## src/rtl/regfile_write_arbiter.sv

```systemverilog
// regfile_write_arbiter
// Owns the single write port of the register file. After reset (or on a
// clear_req pulse) it sweeps zero into every register, then arbitrates
// between two writeback requesters (req0 = execute, req1 = memory).
//
// Handshake: a requester holds valid (with stable addr/data) until it sees
// ready high in the same cycle; valid & ready at a rising edge is a transfer.
// Ready depends combinationally on the valids, so valid must never depend
// on ready.
//
// Optional feature: define REGFILE_ARB_ROUND_ROBIN_EN to replace fixed
// priority (req0 wins) with round-robin arbitration on contention.
//
// dbg_state exposes the FSM state (0 = CLEAR, 1 = RUN) for checkers.
module regfile_write_arbiter #(
    parameter int DATA_W = 32,
    parameter int ADDR_W = 5,
    parameter int NREG   = 32
) (
    input  logic              clk,
    input  logic              rst,
    input  logic              clear_req,
    input  logic              req0_valid,
    input  logic [ADDR_W-1:0] req0_addr,
    input  logic [DATA_W-1:0] req0_data,
    output logic              req0_ready,
    input  logic              req1_valid,
    input  logic [ADDR_W-1:0] req1_addr,
    input  logic [DATA_W-1:0] req1_data,
    output logic              req1_ready,
    output logic              rf_we,
    output logic [ADDR_W-1:0] rf_addr,
    output logic [DATA_W-1:0] rf_wdata,
    output logic              busy,
    output logic              dbg_state
);

    typedef enum logic {
        S_CLEAR = 1'b0,
        S_RUN   = 1'b1
    } state_t;

    localparam logic [ADDR_W-1:0] LAST_CNT = ADDR_W'(NREG - 1);

    state_t            r_state;
    state_t            w_state_nxt;
    logic [ADDR_W-1:0] r_cnt;
    logic              r_we;
    logic [ADDR_W-1:0] r_addr;
    logic [DATA_W-1:0] r_wdata;
    logic              w_run;
    logic              w_xfer0;
    logic              w_xfer1;

    // State register; reset always restarts the sweep from register 0.
    always_ff @(posedge clk) begin
        if (rst) begin
            r_state <= S_CLEAR;
        end else begin
            r_state <= w_state_nxt;
        end
    end

    // Next state: leave CLEAR after the last sweep write, enter it on clear_req.
    always_comb begin
        w_state_nxt = r_state;
        case (r_state)
            S_CLEAR: if (r_cnt == LAST_CNT) w_state_nxt = S_RUN;
            S_RUN:   if (clear_req)         w_state_nxt = S_CLEAR;
            default:                        w_state_nxt = S_CLEAR;
        endcase
    end

    // clear_req blocks both grants in the cycle it is seen, so no write
    // slips in ahead of the sweep.
    assign w_run = (r_state == S_RUN) && !clear_req;

`ifdef REGFILE_ARB_ROUND_ROBIN_EN
    logic r_last;

    // On contention the requester that did not win last time is granted.
    always_comb begin
        req0_ready = w_run && (!req1_valid || r_last);
        req1_ready = w_run && (!req0_valid || !r_last);
    end

    // Remember which requester made the most recent transfer.
    always_ff @(posedge clk) begin
        if (rst) begin
            r_last <= 1'b0;
        end else if (w_xfer0) begin
            r_last <= 1'b0;
        end else if (w_xfer1) begin
            r_last <= 1'b1;
        end
    end
`else
    // Fixed priority: execute writeback always beats memory writeback.
    always_comb begin
        req0_ready = w_run;
        req1_ready = w_run && !req0_valid;
    end
`endif

    assign w_xfer0 = req0_valid && req0_ready;
    assign w_xfer1 = req1_valid && req1_ready;

    // Registered write port: sweep writes in CLEAR, granted writes in RUN.
    // Writes to register 0 are accepted but never reach the register file.
    always_ff @(posedge clk) begin
        if (rst) begin
            r_cnt   <= '0;
            r_we    <= 1'b0;
            r_addr  <= '0;
            r_wdata <= '0;
        end else if (r_state == S_CLEAR) begin
            r_we    <= 1'b1;
            r_addr  <= r_cnt;
            r_wdata <= '0;
            r_cnt   <= (r_cnt == LAST_CNT) ? '0 : r_cnt + 1'b1;
        end else begin
            r_cnt <= '0;
            if (w_xfer0) begin
                r_we    <= (req0_addr != '0);
                r_addr  <= req0_addr;
                r_wdata <= req0_data;
            end else if (w_xfer1) begin
                r_we    <= (req1_addr != '0);
                r_addr  <= req1_addr;
                r_wdata <= req1_data;
            end else begin
                r_we <= 1'b0;
            end
        end
    end

    assign rf_we     = r_we;
    assign rf_addr   = r_addr;
    assign rf_wdata  = r_wdata;
    assign busy      = (r_state == S_CLEAR);
    assign dbg_state = (r_state == S_RUN);

endmodule

```

## config.mk

```make
export PLATFORM = sky130hd
export DESIGN_NAME = regfile_write_arbiter
export DESIGN_NICKNAME = d
export VERILOG_FILES = /design/src/rtl/regfile_write_arbiter.sv
export SDC_FILE = /design/constraint.sdc
export NUM_CORES = 1
export LEC_CHECK = 0
export BUFFER_PORTS_ARGS = -buffer_cell sky130_fd_sc_hd__buf_2
export CORE_ASPECT_RATIO = 1.75
export CORE_MARGIN = 5
export CORE_UTILIZATION = 48
export CTS_CLUSTER_SIZE = 14
export DETAILED_ROUTE_END_ITERATION = 6
export PLACE_DENSITY = 0.89
export SETUP_SLACK_MARGIN = 0.2
export SYNTH_ARGS = -nofsm -noshare
export SYNTH_HDL_FRONTEND = slang
export SYNTH_SLANG_ARGS = --single-unit
```

## constraint.sdc

```tcl
create_clock -name clk -period 3.9 [get_ports clk]
set_clock_uncertainty 0.05 [all_clocks]
set_input_delay 0.39 -clock clk [delete_from_list [all_inputs] [get_ports clk]]
set_output_delay 0.39 -clock clk [all_outputs]
set_load 0.01 [all_outputs]
```

Word-level counts from Yosys, hierarchy flattened --
Cells that the tools add are included. Widths: inputs -> output; s select.
Word-level totals: register bits after elaboration 44, logic and storage cells 31
Operators by class: add/subtract/negate cells 1, equal/unequal tests 2, mux-type cells 11, bitwise logic cells 1, reduce and logical (&&, ||, !) cells 11
Operator list (count):
- $mux 32 | 2
- $mux 5 | 3
- $reduce_bool 5->1 | 2
- $add 5x1->5 const B | 1
- $eq 5x5->1 const B | 1
- $mux 1 | 5
- $logic_and 1x1->1 | 4
- $ne 3x1->1 const B | 1
- $reduce_or 3->1 | 1
- $logic_not 1->1 | 2
- $pmux 1 s2 | 1
- $reduce_bool 2->1 | 1
- $reduce_or 2->1 | 1
- $not 1->1 | 1

Logic depth before layout (Yosys ltp) --
Gate-level depths: netlist (run 1).
depth after elaboration 7, gate-level depth with buffers 5

Worst setup path after synthesis (run 1) --
OpenSTA, ideal clock, no wires.
path type in2out, start point input port clear_req, end point output port req1_ready, arrival time 1043 ps, required time 3460 ps, setup slack 2417 ps, cell stages on the path 4, buffers on the path 2, path through nand2b_1 buf_2 clkbuf_1 nor2_1
On the way: word-level cells in the longest chain between the ends 3
Ends and longest elaborated chain:
- start: declaration | line 22 | input logic clear_req,
- $logic_not 1->1 | line 76 | assign w_run = (r_state == S_RUN) && !clear_req;
- $logic_and 1x1->1 | line 76
- $logic_and 1x1->1 | line 101 | req1_ready = w_run && !req0_valid;
- end: declaration | line 30 | output logic req1_ready,
Every way passes these cells.

Worst setup path in the final report (run 1) --
start point register r_state, in the netlist dbg_state, end point register r_addr[0], in the netlist rf_addr[0]
On the way: word-level cells in the longest chain between the ends 4, elaborated cells between the ends (all ways) 7
Ends and longest elaborated chain:
- start: declaration | line 45 | state_t r_state;
- start signal: assignment | line 60 | r_state <= w_state_nxt;
- $logic_and 1x1->1 | line 76
- $logic_and 1x1->1 (on tied branches) | line 101, 105
- $logic_and 1x1->1 / $mux 5 (equally long branches) | line 106, 123
- $ne 3x1->1 (no line) / $mux 5 (equally long branches)
- end signal: assignment | line 118 | r_addr <= r_cnt;
- end signal: assignment | line 125 | r_addr <= req0_addr;
- end signal: assignment | line 129 | r_addr <= req1_addr;
- end: declaration | line 49 | logic [ADDR_W-1:0] r_addr;
Parallel ways exist; a longest one is shown, timed or not. A chain may end at the register's enable or synchronous reset.

==> results of run 1 <==
how the worst min path moves through the flow:
stage / end / from / slack [ns]
finish: dbg_state$_SDFF_PP0_ / rst / 0.30
global route: dbg_state$_SDFF_PP0_ / rst / 0.30
CTS: dbg_state$_SDFF_PP0_ / rst / 0.29
detailed placement: r_cnt[0]$_SDFF_PP0_ / r_cnt[0]$_SDFF_PP0_ / 0.41
global placement: r_cnt[0]$_SDFF_PP0_ / r_cnt[0]$_SDFF_PP0_ / 0.40
floorplan: r_cnt[0]$_SDFF_PP0_ / r_cnt[0]$_SDFF_PP0_ / 0.38
cells in the final DEF, fill, tap and decap left out, types with 3 or more instances in the layout:
cell type | Yosys | final
sky130_fd_sc_hd__nand2b_1 | 3 | 3
sky130_fd_sc_hd__buf_2 | 14 | 120
sky130_fd_sc_hd__a22oi_1 | 3 | 3
sky130_fd_sc_hd__nor2b_1 | 34 | 33
sky130_fd_sc_hd__mux2i_1 | 5 | 5
sky130_fd_sc_hd__o22ai_1 | 5 | 5
sky130_fd_sc_hd__a21oi_1 | 36 | 36
sky130_fd_sc_hd__nor2_1 | 37 | 37
sky130_fd_sc_hd__dfxtp_1 | 44 | 44
sky130_fd_sc_hd__o221a_1 | 32 | 32
sky130_fd_sc_hd__clkbuf_8 | 0 | 7
per-layer routing:
| metal | routed length (microns) | share of wire [%] |
|---|---|---|
| met1 | 2194 | 36 |
| met2 | 3385 | 56 |
| met3 | 339 | 5.6 |
| met4 | 174 | 2.9 |
| met5 | 0 | 0 |
state kept, by name, indices dropped and copies added, names as in the netlist:
name       cells
rf_addr        5
r_cnt          5
rf_we          1
dbg_state      1
rf_wdata      32
power by group through the flow:
stage,registers (mW),logic (mW),clock network (mW)
finish,0.458,0.110,0.295
global route,0.458,0.123,0.318
CTS,0.458,0.111,0.301
detailed placement,0.468,0.110,0
global placement,0.468,0.106,0
floorplan,0.468,0.0577,0
metrics by stage:
step,instance area (sq um),setup slack [ns]
3_3_place_gp,2740,1.465
5_1_grt,2836,1.229
4_1_cts,2836,1.498
6_report,2836,1.529
3_5_place_dp,2740,1.364
2_1_floorplan,2170,2.417
cell families after synthesis:
| kind of cell | count (synthesis) | synth area share, % |
|---|---|---|
| adder cells (fa/ha/maj) | 2 | 1.153 |
| buffers and inverters | 27 | 5.709 |
| XOR/XNOR | 2 | 0.8075 |
| flip-flops | 44 | 40.60 |
| AO/OA/AOI/OAI | 78 | 28.14 |
| multiplexers | 5 | 2.307 |
| AND/OR/NAND/NOR | 88 | 21.28 |
layout make-up:
cell class | count | area share (%)
flip-flops and latches | 44 | 31.05
repair buffers | 122 | 21.70
inverters | 3 | 0.4411
well taps | 51 | 2.250
multi-input cells | 175 | 41.16
clock buffers | 7 | 3.397
==> impl_metrics.tcl, run 1 <==
set metrics [dict create \
    final_util_pct 64.40 \
    timing.critical_path.depth 3 \
    cells_on_worst_hold_path 2 \
    combPwrFrac_pct 12.7 \
    dieHeight_microns 98.94 \
    crit_path_cell_trace "nor2b_2, nand2b_1, o22ai_1" \
    synthesis.area_per_instance_sq_um 8.819 \
    setup.worst_path.start_class "flop" \
    ant_diodes 0 \
    yosys.area.top_type_share_pct 40.60 \
    worst-setup-path-type "flop to flop" \
    holdWs_ns 0.2967 \
    synth_edf_count 0 \
    r2r-end "rf_addr[0]$_SDFFE_PP0P_" \
    clockBufferDepth 2 \
    final.min_clock_period_ns 2.371 \
    critical_path.startpoint "dbg_state$_SDFF_PP0_" \
    final_hold_viol_count 0 \
    route.vias.total 2221 \
    timing.critical_path.fanout_max 34 \
    final-seq-area_sq_um 880.8 \
    antenna_violating_nets_left 0 \
    slew_headroom_pct 18.45 \
    p_per_area_nw_per_um2 304.0 \
    share_clk_of_total_power_pct 34.2 \
    synth_cells 246 \
    antenna_found_initial 0 \
    p_leak_nw 1.311 \
    timing.reg2reg.setup_slack_ns 1.53 \
    netlist_top_cells_count "sky130_fd_sc_hd__dfxtp_1 (44), sky130_fd_sc_hd__nor2_1 (37), sky130_fd_sc_hd__a21oi_1 (36)" \
    setup.worst_path.end "rf_addr[0]$_SDFFE_PP0P_" \
    detailedPlacementHpwl_mm 4.638 \
    slowest_cell_on_the_critical_path "sky130_fd_sc_hd__nor2b_2" \
    grt.met2_usage_pct 37.51 \
    fin_max_slew_vios 0 \
    netlist_area_sq_um 2170 \
    grt_first_pass_wirelength_mm 9.204 \
    seq_power_share_pct 53.1 \
    post_drt_via_cell_ratio 5.525 \
    route.detailed.wl_per_inst_microns 15.16 \
    yosysWarningCount 0 \
    critical_path.reg2reg.startpoint "dbg_state$_SDFF_PP0_" \
    cts_htree_levels 2 \
    synth_async_sr_flop_share_pct 0 \
    hold_fix_buffers_at_cts 0 \
    clkTransAtPathRegs_ns 0.08 \
    cts-root-buf "sky130_fd_sc_hd__clkbuf_8" \
    top_cell_family_by_delay_on_the_critical_path "simple AND/OR/NAND/NOR gates" \
    rsz0062_at_grt "no" \
    tritoncts.num_buffers 5 \
    wirelength_mm 6.094 \
    synth-seq-cells 44 \
    net-switching-power_uw 194.4 \
    transition_time_of_the_tightest_slew_check_pin_ns 1.218 \
    cellInternalPower_uw 668.0 \
    numPortBuffers 120 \
    clock_latency_at_the_later_pin_of_the_worst_skew_pair_ns 0.29 \
    max_stage_delay_ns 1.06 \
    worst-endpoint-arrival_ns 2.54 \
    top_usage_layer "met2" \
    fill_cells 410 \
    area_used_by_multi_input_combinational_logic_sq_um 1167 \
    postSynthNetCount 327 \
    place.detailed.instances 395 \
    drt_pass1_iterations 6 \
    yosysTopAreaCell "sky130_fd_sc_hd__dfxtp_1" \
    class_of_the_most_critical_hold_timing_path "primary input to flop" \
    worstPathBufferInverterCount 0 \
    yosys-top-cells-area "sky130_fd_sc_hd__dfxtp_1 (41%), sky130_fd_sc_hd__o221a_1 (17%), sky130_fd_sc_hd__nor2b_1 (9.8%)" \
    met3_track_demand_over_resource_pct 3.801 \
    final-instance-count-excl-fill 402 \
    drc 0 \
    num_rows 32 \
    design.final.nets 432 \
    die_width_microns 60.82 \
    peak_freq_ghz 0.4218 \
    boundaryPins 121 \
    initial_utilization_pct 49.26 \
    timing.final.crit_share_pct 60.79 \
    largest_net_degree_at_the_start_of_global_routing 75 \
    synth_seq_area_share_pct 40.60 \
    final_layout_size_suffix_gt1_share_pct 37.61 \
    place_congestion 0.8095 \
    clkSinkCount 44 \
    finalSetupViolations 0 \
    switching_share_pct 22.54 \
    post-synth-top-count-cell "sky130_fd_sc_hd__dfxtp_1" \
    detail_route.iter0.violations 45 \
    global_routing_met1_resource_utilization_pct 19.14 \
    ir_worst_vdd_mv 0.2603 \
    grt_pass1_vias 2151 \
    die-area_sq_um 6017 \
    cts_tree "built" \
    reg2reg_depth 3 \
    critical_path_required_ns 4.06 \
    core_ar_sq_um 4404 \
    syn2layout_area_growth_pct 30.74 \
    netlist-cell-type-count 29 \
    outcome "finished, final reports clean" \
    cts_post_setup_buffers_inserted 0 \
    maxCapViolCount 0 \
    cts-resized-gates 0 \
    dominantRegCellSynth "sky130_fd_sc_hd__dfxtp_1" \
    gr-total-overflow 0 \
    fin_tns_setup_ns 0 \
    critical_path.endpoint_type "flop" \
    total_power_uw 862.3 \
    gr-usage-all-layers_pct 19.75 \
]
Power figures use the tool's default switching activity.
==> inputs of run 2 (changes only) <==
- ABC_AREA: not set -> 1
- CORE_UTILIZATION: 48 -> 42
- PLACE_DENSITY: 0.89 -> 0.79
- clock period: 3.9 -> 2.03 ns (I/O delays scaled with it)
==> run 2 against run 1 <==
  * Critical path depth increased by 5
  * First-iteration DRC count rose by 130%
  * Sequential power grew 92%
  * Highest routed layer unchanged
  * Fmax up 48%
  * Area after synthesis grew 17%
  * Clock power grew 120%
  * Critical endpoint is now rf_addr[4]$_SDFFE_PP0P_
  * Count of clock-buffer cells in the layout is 1 lower
  * Power is 97% higher
  * Setup slack got worse by 1.1 ns
  * Synthesized cell count rose by 39%
  * Routed wire length is 11% higher
==> impl_metrics.tcl, run 2 <==
set metrics [dict create \
    critical_path.endpoint_type "flop" \
    synth_seq_area_share_pct 34.65 \
    timing.critical_path.mode_cell "sky130_fd_sc_hd__nand2_1" \
    gr-usage-all-layers_pct 17.16 \
    route.detailed.wl_per_inst_microns 12.67 \
    dominantRegCellSynth "sky130_fd_sc_hd__dfxtp_1" \
    hp-start "rst" \
    drc 0 \
    max_stage_delay_ns 0.41 \
    net-switching-power_uw 373.9 \
    grt_first_pass_wirelength_mm 10.37 \
    synth_cells 341 \
    netlist-cell-type-count 28 \
    cts_post_setup_buffers_inserted 0 \
    detail_route.iter0.violations 105 \
    worst-endpoint-arrival_ns 1.75 \
    critical_path.reg2reg.startpoint "dbg_state$_SDFF_PP0_" \
    fin_tns_setup_ns 0 \
    place_congestion 0.8413 \
    worst-setup-path-type "flop to flop" \
    post_drt_via_cell_ratio 4.617 \
    post-synth-top-count-cell "sky130_fd_sc_hd__nand2_1" \
    final.min_clock_period_ns 1.604 \
    final_util_pct 53.91 \
    p_per_area_nw_per_um2 536.6 \
    dieHeight_microns 112.9 \
    tritoncts.num_buffers 5 \
    placedInstanceArea_sq_um 3062 \
    ir_worst_vdd_mv 0.3854 \
    total_power_mw 1.701 \
    maxCapViolCount 0 \
    timing.critical_path.fanout_max 37 \
    die_width_microns 68.82 \
    combPwrFrac_pct 9.5 \
    yosys.area.top_type_share_pct 34.65 \
    design.final.nets 534 \
    hold_fix_buffers_at_cts 0 \
    yosysWarningCount 0 \
    p_leak_nw 1.496 \
    outcome "finished, final reports clean" \
    grt_pass1_vias 2428 \
    fin_max_slew_vios 0 \
    clkSinkCount 44 \
    share_of_synthesized_cell_area_in_and_or_nand_and_nor_gates_pct 40.31 \
    holdWs_ns 0.04868 \
    slowest_cell_on_the_critical_path "sky130_fd_sc_hd__dfxtp_1" \
    synth_async_sr_flop_share_pct 0 \
    drt_pass1_iterations 4 \
    cts_htree_levels 2 \
    clockBufferDepth 2 \
    share_clk_of_total_power_pct 38.8 \
    netlist_area_sq_um 2542 \
    yosysTopAreaCell "sky130_fd_sc_hd__dfxtp_1" \
    final_hold_viol_count 0 \
    crit_path_cell_trace "inv_8, nor2_4, o21ai_4, clkinv_4, nand2_1, nand3_1, nand2_1, inv_1" \
    critical_path_required_ns 2.18 \
    clkTransAtPathRegs_ns 0.08 \
    synth-seq-cells 44 \
    cts-root-buf "sky130_fd_sc_hd__clkbuf_8" \
    layout.cells.most_common "sky130_fd_sc_hd__nand2_1" \
    core_ar_sq_um 5879 \
    r2r-end "rf_addr[4]$_SDFFE_PP0P_" \
    yosys-top-cells-area "sky130_fd_sc_hd__dfxtp_1 (35%), sky130_fd_sc_hd__nand2_1 (21%), sky130_fd_sc_hd__nand2_2 (13%)" \
    cellInternalPower_mw 1.327 \
    cells_on_worst_hold_path 2 \
    post_synth_xor_area_fraction_pct 0 \
    antenna_violating_nets_left 0 \
    die-area_sq_um 7771 \
    class_of_the_most_critical_hold_timing_path "primary input to flop" \
    detailedPlacementHpwl_mm 5.197 \
    largest_net_degree_at_the_start_of_global_routing 38 \
    ant_diodes 0 \
    rsz0062_at_grt "no" \
    numPortBuffers 120 \
    initial_utilization_pct 43.24 \
    netlist_top_cells_count "sky130_fd_sc_hd__nand2_1 (140), sky130_fd_sc_hd__nand2_2 (51), sky130_fd_sc_hd__dfxtp_1 (44)" \
    timing.final.crit_share_pct 79.01 \
    finalSetupViolations 0 \
    clock_latency_at_the_later_pin_of_the_worst_skew_pair_ns 0.29 \
    synthesis.area_per_instance_sq_um 7.456 \
    num_rows 37 \
    final_area_sq_um 3169 \
    synth_top_family_by_area "simple AND/OR/NAND/NOR gates" \
    max_ffs_per_register 32 \
    synth_edf_count 0 \
    switching_share_pct 21.99 \
    route.vias.total 2456 \
    slew_headroom_pct 62.55 \
    syn2layout_area_growth_pct 24.66 \
    yosys-mux-area-fraction_pct 0 \
    boundaryPins 121 \
    antenna_found_initial 0 \
    synth_compound_gate_area_share_pct 12.55 \
    transition_time_of_the_tightest_slew_check_pin_ns 0.5618 \
    setup.worst_path.start_class "flop" \
    synth_adder_area_share_pct 0.9843 \
    wirelength_mm 6.743 \
    commonest_cells_after_routing_fill_and_taps_aside "sky130_fd_sc_hd__nand2_1 (139), sky130_fd_sc_hd__buf_2 (120), sky130_fd_sc_hd__nand2_2 (52), sky130_fd_sc_hd__dfxtp_1 (44), sky130_fd_sc_hd__a21oi_2 (30)" \
    final_layout_size_suffix_gt1_share_pct 48.68 \
    reg2reg_depth 8 \
    timing.reg2reg.setup_slack_ns 0.43 \
    cts_tree "built" \
    postSynthNetCount 422 \
    seq_power_share_pct 51.7 \
    peak_freq_ghz 0.6235 \
    holdPathEnd "rf_we$_SDFF_PP0_" \
    gr-total-overflow 0 \
    cts-resized-gates 0 \
]
run 2: worst max path at each step:
stage / startpoint / end / depth (start not counted)
6_report: dbg_state$_SDFF_PP0_ / rf_addr[4]$_SDFFE_PP0P_ / 8
5_1_grt: dbg_state$_SDFF_PP0_ / rf_wdata[5]$_SDFFE_PP0P_ / 6
4_1_cts: dbg_state$_SDFF_PP0_ / rf_addr[3]$_SDFFE_PP0P_ / 8
3_5_place_dp: req0_valid / rf_addr[3]$_SDFFE_PP0P_ / 7
3_3_place_gp: req0_valid / rf_addr[3]$_SDFFE_PP0P_ / 7
2_1_floorplan: dbg_state$_SDFF_PP0_ / rf_wdata[13]$_SDFFE_PP0P_ / 8
run 2: per-layer routing:
metal	vias up	global-route usage [%]	wire (microns)
met4	0	5.599	131
met5	-	0	0
met1	1091	16.16	2396
li1	1283	-	-
met3	10	4.071	447
met2	72	33.76	3768
run 2: logic make-up after synthesis:
logic type | after synthesis
adders and majority gates | 2
buffers and inverters | 33
DFF | 44
and+or+nand+nor | 224
AOI/OAI and AO/OA | 38
run 2: cell type report:
cell class / instances / area [sq um]
flip-flops and latches: 44 / 880.8
multi-input cells: 264 / 1371
well taps: 78 / 97.59
clock inverters: 2 / 35.03
repair buffers: 125 / 650.6
inverters: 13 / 61.31
fillers: 605 / 2710
clock buffers: 6 / 72.57
run 2: power by group through the flow:
| stage | logic, mW | registers (mW) | clock network [mW] |
|---|---|---|---|
| final | 0.162 | 0.879 | 0.660 |
| after global routing | 0.181 | 0.880 | 0.714 |
| after global placement | 0.161 | 0.899 | 0 |
| after floorplan | 0.0667 | 0.900 | 0 |
| after CTS | 0.164 | 0.879 | 0.684 |
| after detailed placement | 0.163 | 0.900 | 0 |
run 2: critical path, delay by kind of cell, from the launching register on:
family                 cells  cell delay (ns)
AND/OR/NAND/NOR            4             0.34
flip-flops                 1             0.41
AO/OA/AOI/OAI              1             0.18
buffers and inverters      3             0.51
run 2: metrics by stage:
stage	setup slack (ns)	instances
after floorplan	0.6529	341
after global placement	0.3979	524
after detailed placement	0.3374	524
after CTS	0.4180	532
after global routing	0.2788	532
final	0.4261	532
==> inputs of run 3 (changes only) <==
- clock period: 2.03 -> 1.4 ns (I/O delays scaled with it)
==> run 3 against run 2 <==
  * The flow now finishes with violations (negative setup slack)
  * Non-clock buffer count grew 44
  * Via count rose by 15%
  * Hold slack got worse by 0.025 ns
  * Critical path type unchanged
  * Largest power group unchanged
  * Highest routed layer unchanged
==> impl_metrics.tcl, run 3 (synthesis gave the netlist of run 2 again) <==
set metrics [dict create \
    outcome "finished, violations left" \
    failing_checks "negative setup slack" \
    dieHeight_microns 112.9 \
    final_critical_path_setup_slack_ns -0.06823 \
    gr-usage-all-layers_pct 20.89 \
    cts-root-buf "sky130_fd_sc_hd__clkbuf_8" \
    layout.cells.most_common "sky130_fd_sc_hd__buf_2" \
    commonest_cells_after_routing_fill_and_taps_aside "sky130_fd_sc_hd__buf_2 (118), sky130_fd_sc_hd__nand2_2 (96), sky130_fd_sc_hd__nand2_1 (91), sky130_fd_sc_hd__dfxtp_1 (41), sky130_fd_sc_hd__a21oi_2 (31)" \
    syn2layout_area_growth_pct 60.63 \
    class_of_the_most_critical_hold_timing_path "primary input to flop" \
    clockBufferDepth 2 \
    finalSetupViolations 3 \
    p_per_area_nw_per_um2 584.0 \
    route.detailed.wl_per_inst_microns 14.92 \
    p_leak_nw 1.918 \
    detailedPlacementHpwl_mm 5.393 \
    timing.critical_path.fanout_max 7 \
    design.final.nets 581 \
    rsz0062_at_grt "yes" \
    timing.final.crit_share_pct 104.9 \
    initial_utilization_pct 43.24 \
    slew_headroom_pct 83.25 \
    max_ffs_per_register 32 \
    total_power_mw 2.385 \
    maxCapViolCount 0 \
    final_area_sq_um 4084 \
    worst-setup-path-type "flop to flop" \
    wirelength_mm 8.636 \
    area_used_by_multi_input_combinational_logic_sq_um 1583 \
    grt_first_pass_wirelength_mm 12.52 \
    holdWs_ns 0.02371 \
    route.vias.total 2816 \
    gr-total-overflow 0 \
    post_drt_via_cell_ratio 4.864 \
    peak_freq_ghz 0.6811 \
    fill_cells 501 \
    grt_pass1_vias 2781 \
    worst-endpoint-arrival_ns 1.60 \
    tritoncts.num_buffers 5 \
    ant_diodes 0 \
    largest_net_degree_at_the_start_of_global_routing 33 \
    numPortBuffers 120 \
    antenna_violating_nets_left 0 \
    final.min_clock_period_ns 1.468 \
    drc 0 \
    ir_worst_vdd_mv 0.6535 \
    detail_route.iter0.violations 117 \
    fin_max_slew_vios 0 \
    clkSinkCount 44 \
    cts_htree_levels 2 \
    clkTransAtPathRegs_ns 0.08 \
    setup.worst_path.start_class "flop" \
    die_width_microns 68.82 \
    cts_tree "built" \
    final_hold_viol_count 0 \
    die-area_sq_um 7771 \
    placedInstanceArea_sq_um 3178 \
    final-seq-area_sq_um 887.1 \
    drt_pass1_iterations 4 \
    core_ar_sq_um 5879 \
    final_layout_size_suffix_gt1_share_pct 66.27 \
    num_rows 37 \
    transition_time_of_the_tightest_slew_check_pin_ns 0.2510 \
    critical_path.endpoint_type "flop" \
    critical_path_required_ns 1.53 \
    boundaryPins 121 \
    place_congestion 0.8216 \
    clock_latency_at_the_later_pin_of_the_worst_skew_pair_ns 0.29 \
    antenna_found_initial 0 \
]
## run 3: cell count changes in the layout (fill, tap and decap cells not counted), sizes merged
cell / before / now
buf: 125 / 166
bufbuf: 0 / 1
bufinv: 1 / 0
clkbuf: 6 / 7
clkinv: 2 / 7
dlygate4sd3: 0 / 1
inv: 12 / 11
## run 3: path summary, 6_finish.rpt
check | slack, ns | cells after the start | startpoint | to
min | 0.02 | 2 | rst | rf_we$_SDFF_PP0_
max reg2reg | -0.07 | 9 | dbg_state$_SDFF_PP0_ | rf_we$_SDFF_PP0_
min reg2reg | 0.41 | 2 | rf_wdata[31]$_SDFFE_PP0P_ | rf_wdata[31]$_SDFFE_PP0P_
max | -0.07 | 9 | dbg_state$_SDFF_PP0_ | rf_we$_SDFF_PP0_
## run 3: area by class of cell
class	instances	share of cell area, %
Clock inverter	2	0.2451
Tap cell	78	2.390
Sequential cell	44	21.72
Timing Repair inverter	3	1.011
Multi-Input combinational cell	264	38.76
Clock buffer	6	2.022
Timing Repair Buffer	169	32.05
Inverter	13	1.808
## run 3: what timing repair did
action                                  in CTS  in global routing
cloned                                       9                  1
pin swaps                                   41                 19
gates resized for setup                     60                 38
buffers inserted                            23                  5
endpoints found under the setup margin      47                 48
hold endpoints to repair                     1                  1
## run 3: power by group
group	total, mW	leakage (nW)	switching, mW	internal, mW
Sequential	1.28	0.357	0.0122	1.26
Clock	0.817	0.0510	0.423	0.394
Combinational	0.292	1.51	0.138	0.154
## run 3: stage by stage
step / util, % / cells / setup WS [ns] / setup TNS [ns]
floorplan: - / 341 / 0.05490 / 0
global placement: 54.05 / 532 / 0.03854 / 0
detailed placement: 54.05 / 532 / -0.05106 / -0.05382
CTS: 66.06 / 572 / 0.04309 / 0
finish: 69.46 / 579 / -0.06823 / -0.08957
global route: 69.46 / 579 / -0.1015 / -1.053
## run 3: critical path, stage by stage, from the launching register on
cell and delay (ns):
sky130_fd_sc_hd__dfxtp_4 0.39, sky130_fd_sc_hd__nand3_4 0.14, sky130_fd_sc_hd__clkinv_4 0.08, sky130_fd_sc_hd__buf_12 0.13
sky130_fd_sc_hd__buf_6 0.10, sky130_fd_sc_hd__buf_8 0.13, sky130_fd_sc_hd__o21ai_2 0.06, sky130_fd_sc_hd__nand2_1 0.08
sky130_fd_sc_hd__nor2_1 0.13, sky130_fd_sc_hd__nor2_1 0.07
## run 3: layer usage
layer	part of all wire, %	vias to the layer above	global-route usage [%]
li1	-	1382	-
met1	35	1310	21.61
met2	57	102	39.44
met3	4.3	22	4.369
met4	3.4	0	6.901
met5	0	-	0
